### config.mk
export PLATFORM = sky130hd
export DESIGN_NAME = controller
export DESIGN_NICKNAME = d
export VERILOG_FILES = /design/src/rtl/controller_pkg.sv /design/src/rtl/controller_aludec.sv /design/src/rtl/controller.sv
export SDC_FILE = /design/constraint.sdc
export NUM_CORES = 1
export LEC_CHECK = 0
export ABC_AREA = 1
export CORE_ASPECT_RATIO = 0.75
export CORE_MARGIN = 2
export CORE_UTILIZATION = 30
export CTS_BUF_LIST = sky130_fd_sc_hd__clkbuf_2
export CTS_CLUSTER_SIZE = 24
export DETAILED_ROUTE_END_ITERATION = 7
export GPL_TIMING_DRIVEN = 0
export HOLD_SLACK_MARGIN = 0.08
export SKIP_LAST_GASP = 1
export SYNTH_ARGS = -nofsm -noshare
export SYNTH_HDL_FRONTEND = slang
export SYNTH_SLANG_ARGS = --single-unit
export TNS_END_PERCENT = 100
### constraint.sdc
create_clock -name clk -period 1.13 [get_ports clk]
set_input_delay 0.113 -clock clk [delete_from_list [all_inputs] [get_ports clk]]
set_output_delay 0.113 -clock clk [all_outputs]
set_load 0.01 [all_outputs]
### src/rtl/controller_pkg.sv
// Shared encodings for the multicycle controller: states, opcodes, funct codes,
// ALU-op classes, ALU control values and the per-state control word.
package controller_pkg;

  typedef enum logic [3:0] {
    S_FETCH,
    S_DECODE,
    S_MEMADR,
    S_MEMRD,
    S_MEMWB,
    S_MEMWR,
    S_RTYPEEX,
    S_RTYPEWB,
    S_BEQEX,
    S_ADDIEX,
    S_ADDIWB,
    S_JEX
  } state_t;

  localparam int unsigned OP_W    = 6;
  localparam int unsigned FUNCT_W = 6;
  localparam int unsigned ALUOP_W = 2;
  localparam int unsigned ALUC_W  = 3;

  localparam logic [OP_W-1:0] OP_LW    = 6'b100011;
  localparam logic [OP_W-1:0] OP_SW    = 6'b101011;
  localparam logic [OP_W-1:0] OP_RTYPE = 6'b000000;
  localparam logic [OP_W-1:0] OP_BEQ   = 6'b000100;
  localparam logic [OP_W-1:0] OP_ADDI  = 6'b001000;
  localparam logic [OP_W-1:0] OP_J     = 6'b000010;

  localparam logic [FUNCT_W-1:0] FUNCT_ADD = 6'b100000;
  localparam logic [FUNCT_W-1:0] FUNCT_SUB = 6'b100010;
  localparam logic [FUNCT_W-1:0] FUNCT_AND = 6'b100100;
  localparam logic [FUNCT_W-1:0] FUNCT_OR  = 6'b100101;
  localparam logic [FUNCT_W-1:0] FUNCT_SLT = 6'b101010;

  localparam logic [ALUOP_W-1:0] ALUOP_ADD   = 2'b00;
  localparam logic [ALUOP_W-1:0] ALUOP_SUB   = 2'b01;
  localparam logic [ALUOP_W-1:0] ALUOP_FUNCT = 2'b10;
  localparam logic [ALUOP_W-1:0] ALUOP_ADD2  = 2'b11;

  localparam logic [ALUC_W-1:0] ALUC_AND = 3'b000;
  localparam logic [ALUC_W-1:0] ALUC_OR  = 3'b001;
  localparam logic [ALUC_W-1:0] ALUC_ADD = 3'b010;
  localparam logic [ALUC_W-1:0] ALUC_SUB = 3'b110;
  localparam logic [ALUC_W-1:0] ALUC_SLT = 3'b111;

  typedef struct packed {
    logic               memwrite;
    logic               irwrite;
    logic               regwrite;
    logic               alusrca;
    logic               iord;
    logic               memtoreg;
    logic               regdst;
    logic [1:0]         alusrcb;
    logic [1:0]         pcsrc;
    logic [ALUOP_W-1:0] aluop;
    logic               pcwrite;
    logic               branch;
  } ctl_t;

endpackage

### src/rtl/controller_aludec.sv
// ALU decoder: maps the FSM's ALU-op class and the R-type funct field to an ALU operation.
module aludec
  import controller_pkg::*;
(
  input  logic [ALUOP_W-1:0] aluop,
  input  logic [FUNCT_W-1:0] funct,
  output logic [ALUC_W-1:0]  alucontrol
);

  always_comb begin
    alucontrol = ALUC_ADD;
    case (aluop)
      ALUOP_ADD:  alucontrol = ALUC_ADD;
      ALUOP_SUB:  alucontrol = ALUC_SUB;
      ALUOP_ADD2: alucontrol = ALUC_ADD;
      default: begin
        case (funct)
          FUNCT_ADD: alucontrol = ALUC_ADD;
          FUNCT_SUB: alucontrol = ALUC_SUB;
          FUNCT_AND: alucontrol = ALUC_AND;
          FUNCT_OR:  alucontrol = ALUC_OR;
          FUNCT_SLT: alucontrol = ALUC_SLT;
          default:   alucontrol = ALUC_ADD;
        endcase
      end
    endcase
  end

endmodule

### src/rtl/controller.sv
// Multicycle Moore controller: state register plus a control word registered
// alongside it, so every strobe except pcen comes straight from a flop.
module controller
  import controller_pkg::*;
(
  input  logic               clk,
  input  logic               reset,
  input  logic [OP_W-1:0]    op,
  input  logic [FUNCT_W-1:0] funct,
  input  logic               zero,
  output logic               pcen,
  output logic               memwrite,
  output logic               irwrite,
  output logic               regwrite,
  output logic               alusrca,
  output logic               iord,
  output logic               memtoreg,
  output logic               regdst,
  output logic [1:0]         alusrcb,
  output logic [1:0]         pcsrc,
  output logic [ALUC_W-1:0]  alucontrol
);

  state_t state;
  state_t state_nxt;
  ctl_t   ctl;

  function automatic state_t next_state(state_t s, logic [OP_W-1:0] o);
    state_t n;
    n = S_FETCH;
    case (s)
      S_FETCH:  n = S_DECODE;
      S_DECODE: begin
        case (o)
          OP_LW, OP_SW: n = S_MEMADR;
          OP_RTYPE:     n = S_RTYPEEX;
          OP_BEQ:       n = S_BEQEX;
          OP_ADDI:      n = S_ADDIEX;
          OP_J:         n = S_JEX;
          default:      n = S_FETCH;
        endcase
      end
      S_MEMADR:  n = (o == OP_LW) ? S_MEMRD : S_MEMWR;
      S_MEMRD:   n = S_MEMWB;
      S_RTYPEEX: n = S_RTYPEWB;
      S_ADDIEX:  n = S_ADDIWB;
      default:   n = S_FETCH;
    endcase
    return n;
  endfunction

  function automatic ctl_t decode_ctl(state_t s);
    ctl_t c;
    c = '0;
    case (s)
      S_FETCH: begin
        c.alusrcb = 2'b01;
        c.irwrite = 1'b1;
        c.pcwrite = 1'b1;
      end
      S_DECODE:  c.alusrcb = 2'b11;
      S_MEMADR: begin
        c.alusrca = 1'b1;
        c.alusrcb = 2'b10;
      end
      S_MEMRD:   c.iord = 1'b1;
      S_MEMWB: begin
        c.memtoreg = 1'b1;
        c.regwrite = 1'b1;
      end
      S_MEMWR: begin
        c.iord     = 1'b1;
        c.memwrite = 1'b1;
      end
      S_RTYPEEX: begin
        c.alusrca = 1'b1;
        c.aluop   = ALUOP_FUNCT;
      end
      S_RTYPEWB: begin
        c.regdst   = 1'b1;
        c.regwrite = 1'b1;
      end
      S_BEQEX: begin
        c.alusrca = 1'b1;
        c.aluop   = ALUOP_SUB;
        c.pcsrc   = 2'b01;
        c.branch  = 1'b1;
      end
      S_ADDIEX: begin
        c.alusrca = 1'b1;
        c.alusrcb = 2'b10;
      end
      S_ADDIWB:  c.regwrite = 1'b1;
      S_JEX: begin
        c.pcsrc   = 2'b10;
        c.pcwrite = 1'b1;
      end
      default:   c = '0;
    endcase
    return c;
  endfunction

  assign state_nxt = next_state(state, op);

  // Control word is loaded from the state being entered, keeping it in step with state.
  always_ff @(posedge clk) begin
    if (reset) begin
      state <= S_FETCH;
      ctl   <= decode_ctl(S_FETCH);
    end else begin
      state <= state_nxt;
      ctl   <= decode_ctl(state_nxt);
    end
  end

  assign pcen     = ctl.pcwrite | (ctl.branch & zero);
  assign memwrite = ctl.memwrite;
  assign irwrite  = ctl.irwrite;
  assign regwrite = ctl.regwrite;
  assign alusrca  = ctl.alusrca;
  assign iord     = ctl.iord;
  assign memtoreg = ctl.memtoreg;
  assign regdst   = ctl.regdst;
  assign alusrcb  = ctl.alusrcb;
  assign pcsrc    = ctl.pcsrc;

  aludec u_aludec (
    .aluop      (ctl.aluop),
    .funct      (funct),
    .alucontrol (alucontrol)
  );

endmodule

Yosys cells after proc, flatten, opt, wreduce, memory -nomap -nowiden
Index checks and enable logic that the tools add are counted.

Bitwise operators: 2. Reduce and logical (&&, ||, !) cells: 11. Eq/ne operators: 27. Multiplexer cells: 17.

Operators by type and width (count): $eq 6x6->1 const B (6); $pmux 4 s6 (1); $eq 4x3->1 const B (5); $eq 4x4->1 const B (5); $pmux 4 s5 (1); $eq 4x2->1 const B (4); $pmux 3 s4 (1); $reduce_or 2->1 (5); $mux 1 (9); $eq 4x1->1 const B (2); $logic_not 4->1 (2); $pmux 2 s2 (2); $eq 6x2->1 const B (1); $eq 6x3->1 const B (1); $eq 6x4->1 const B (1); $logic_not 6->1 (1); $pmux 2 s3 (1); $pmux 3 s2 (1); $reduce_or 4->1 (1); $mux 3 (1); $reduce_or 3->1 (1); $eq 2x1->1 const B (1); $eq 2x2->1 const B (1); $logic_not 2->1 (1); other kinds (2) (2).

Register bits after elaboration: 19. Output and inout port bits: 15. Word-level logic and storage cells: 70.

Logic depth before layout (Yosys ltp)
Depth in word-level cells: 7. Gate-level depth with buffers: 11. Gate-level depth less buffers: 11.

Cells and area by module
From an unflattened synthesis, not the netlist that was laid out.

Cell total of the unflattened synthesis: 145. Area, all modules: 1054.8 um^2.

By module, submodules not included: controller (sequential area each 360.3 um^2, times used 1, cells each 125, area each 952.2 um^2); aludec (sequential area each 0.0 um^2, times used 1, cells each 20, area each 102.6 um^2).

Least setup slack after synthesis
OpenSTA, ideal clock, no wires.

Kind: reg2reg. Start point: reg state[0]. End point: reg ctl[1] (netlist bit). Stages on the path, launching flop included: 11. Data required time: 1068 ps. Slack: 4 ps. Arrival: 1064 ps. Clock period less this slack: 1126 ps. Cells stage by stage: dfxtp_1 -> inv_2 -> nand2_2 -> nor2_2 -> inv_2 -> nand2_1 -> nor2_1 -> nand2_1 -> nor2_1 -> nand2_1 -> nand3_1.

Cells in the longest elaborated chain, start to end: 5. Elaborated cells on any way between the ends: 11. Those cells by class: eq/ne: 6; mux: 2; reduce/logical: 3.

Ends and longest elaborated chain: start, declared (line controller.sv:24) `state_t state;`; start signal, assigned (line controller.sv:111) `state <= state_nxt;`; $eq 4x4->1, or another cell as far along (line controller.sv:31) `case (s)`; $pmux 4 s6 (*) (line controller.sv:31); $eq 4x4->1 or $logic_not 4->1 (tied branches) (line controller.sv:55) `case (s)`; $reduce_or 2->1 (no line) (*); $mux 1 (*) (line controller.sv:55); end signal, assigned (line controller.sv:109) `ctl <= decode_ctl(S_FETCH);`; end signal, assigned (line controller.sv:112) `ctl <= decode_ctl(state_nxt);`; end, declared (line controller.sv:26) `ctl_t ctl;`.

Mark *: on every way between the ends. The rest lies on a longest branch, timed or not. A chain may end at the register's enable or synchronous reset.

==> impl_metrics.csv <==
group,metric,value,unit
floorplan,die_w,65.4,um
setup_path,crit_chain,"inv_2 > nand2_2 > nor3b_4 > buf_6 > nand3_1 > nand2_1 > buf_2",
setup_path,reg2reg_to,"alusrcb[1]",
global_route,overflow,0,
sta,period_share,131,%
synthesis,synth_warnings,0,
detailed_routing,avgRoutedWirePerCell,13.3,um
synthesis,synth-seq-cells,17,
synthesis,synth.cell_area,850,um2
floorplan,coreArea,2640,um2
placed_design,gp_congestion,0.784,
cells_and_area,final_cell_mix,"19 x nor2_1, 15 x buf_4, 14 x nand2_2, 13 x dlygate4sd2_1",
placed_design,dp_hpwl,1600,um
flow_run,maxCapViolCount,0,
cells_and_area,final_common_cell,"nor2_1",
clock_network,hold_buffers,0,
floorplan,die_h,50.1,um
setup_path,cp-end-kind,"primary output",
detailed_routing,drtIter0Drc,21,
global_route,first_global_vias,936,
sta,worst_pin_slew,0.304,ns
detailed_routing,viasPerCell,4.73,
setup_path,endpoint,"alucontrol[0]",
sta,final_hold_viol_count,0,
setup_path,path_class,"flip-flop to primary output",
sta,max_freq,676,MHz
floorplan,rows,16,
sta,rsz0062_at_grt,"true",
setup_path,rr_startpoint,"state[0]",
clock_network,cts_tree,"yes",
pwr,vdd_drop_max,483,uV
detailed_routing,postRouteAntennaNets,0,
setup_path,critPathLaunch,"pcsrc[0]",
cells_and_area,diodes,0,
clock_network,cts_sinks,17,
setup_path,reg2reg_depth,10,
sta,tns,-2.47,ns
sta,finalWorstSetupSlack,-0.350,ns
clock_network,path_clk_slew,0.16,ns
placed_design,port-buffer-count,29,
placed_design,placed_area,1180,um2
global_route,grt_usage,16.9,%
synthesis,synth_cell_types,14,
hold_path,holdCritPathClass,"input port to flip-flop",
detailed_routing,wl,2940,um
sta,relSlewSlack,79.6,%
global_route,antenna_found_initial,0,
pwr,p_leak,0.773,nW
setup_path,path_max_fanout,3,
pwr,pwr_density_cell,732,nW/um2
clock_network,cts_made_buffers,3,
clock_network,cts_max_level,1,
setup_path,cp-start-kind,"flip-flop",
clock_network,insertion_delay,0.31,ns
floorplan,io_pins,30,
synthesis,seq_area_frac_synth,40.1,%
cells_and_area,area_growth,89.5,%
detailed_routing,drt_pass1_iterations,4,
cells_and_area,regArea,358,um2
global_route,grt_max_degree,11,
cells_and_area,fillers,239,
clock_network,cts_buffer_depth,2,
sta,fin_skew,0.00628,ns
setup_path,required,1.02,ns
sta,finalCriticalPeriod,1.48,ns
detailed_routing,drc,0,
setup_path,r2r_slack,-0.23,ns
setup_path,crit_arrival,1.37,ns
clock_network,root_buffer,"clkbuf_2",
sta,finalSetupViolCount,16,
run_status,violations,"setup timing",
cells_and_area,multi_input_area,644,um2
floorplan,initial_core_util,32.1,%
detailed_routing,vias,1051,
cells_and_area,final_area,1610,um2
setup_path,max_stage_delay,0.36,ns
cells_and_area,final_nets,202,
cells_and_area,drive_gt1_share,54.8,%
synthesis,syn-num-nets,150,
synthesis,syn_inst,135,
setup_path,critPathSlowestCell,"dfxtp_2",
run_status,status,"finished with violations",
synthesis,postSynthAreaPerCell,6.29,um2
global_route,grt_pass1_wl,4150,um
floorplan,die_area,3280,um2
sta,slew_violations,0,
==> power breakdown <==
group | internal [W] | switching [W]
Clock | 0.0000800 | 0.000198
Combinational | 0.000126 | 0.000149
Sequential | 0.000612 | 0.0000144
==> metal layers <==
metal  track usage [%]  wire (um)
met2              27.4       1510
met5                 0          0
met4              6.60         89
met3              6.62        136
met1              20.2       1210
==> synth_stat cells, drive strengths merged <==
cell | number | share of area, %
nor2 | 37 | 17
nand2 | 31 | 14
nor3b | 1 | 0.88
o21ai | 2 | 1.2
dfxtp | 17 | 40
buf | 5 | 4.4
inv | 21 | 9.3
nor3 | 2 | 1.2
a21oi | 3 | 1.8
a21o | 1 | 0.88
nand3 | 15 | 8.8
==> through the flow <==
| stage | hold WS (ns) | utilization, % | total power (W) | worst slack, ns | cells |
|---|---|---|---|---|---|
| 2_1_floorplan | 0.197 | - | 0.000732 | 0.00381 | 135 |
| 3_3_place_gp | 0.540 | 44.8 | 0.000831 | -0.638 | 200 |
| 3_5_place_dp | 0.537 | 44.8 | 0.000834 | -0.670 | 200 |
| 4_1_cts | 0.303 | 54.7 | 0.00113 | -0.356 | 221 |
| 5_1_grt | 0.387 | 60.9 | 0.00124 | -0.467 | 222 |
| 6_report | 0.382 | 60.9 | 0.00118 | -0.350 | 222 |
==> cell type report <==
type | count | area share [%]
timing repair buffer | 47 | 25.6
clock inverter | 1 | 0.311
sequential | 17 | 22.2
buffer | 5 | 2.33
tap | 36 | 2.80
inverter | 21 | 5.83
multi-input combinational | 92 | 40.0
clock buffer | 3 | 0.932
==> worst min-delay path by stage <==
stage / depth (start not counted) / endpoint / from
final: 3 / memwrite / op[3]
after global routing: 3 / memwrite / op[3]
after CTS: 3 / memwrite / op[3]
after detailed placement: 2 / memtoreg / state[1]
after global placement: 2 / memtoreg / state[1]
after floorplan: 1 / state[1] / reset
==> cells by family (layout without fill, tap and decap cells) <==
| family | Yosys count | after routing | synth area share, % |
|---|---|---|---|
| compound gates | 6 | 6 | 3.83 |
| buf+inv | 26 | 77 | 13.7 |
| flops | 17 | 17 | 40.1 |
| simple gates | 86 | 86 | 42.4 |
==> flip-flops by register name (all words and copies together) (netlist names) <==
signal    flops
regdst        1
pcsrc         2
alusrca       1
alusrcb       2
regwrite      1
iord          1
state         4
memwrite      1
ctl           2
irwrite       1
memtoreg      1
==> worst max-delay path: cells and delay by family, from the launching register on <==
kind          cells  cell delay, ns
simple gates      4            0.39
flops             1            0.36
buf+inv           3            0.31
==> what timing repair did <==
item,in CTS,in global routing
endpoints found under the setup margin,26,22
buffers inserted,17,5
resized for setup,92,52
pin swaps,22,20
(Power assumes the default switching activity.)
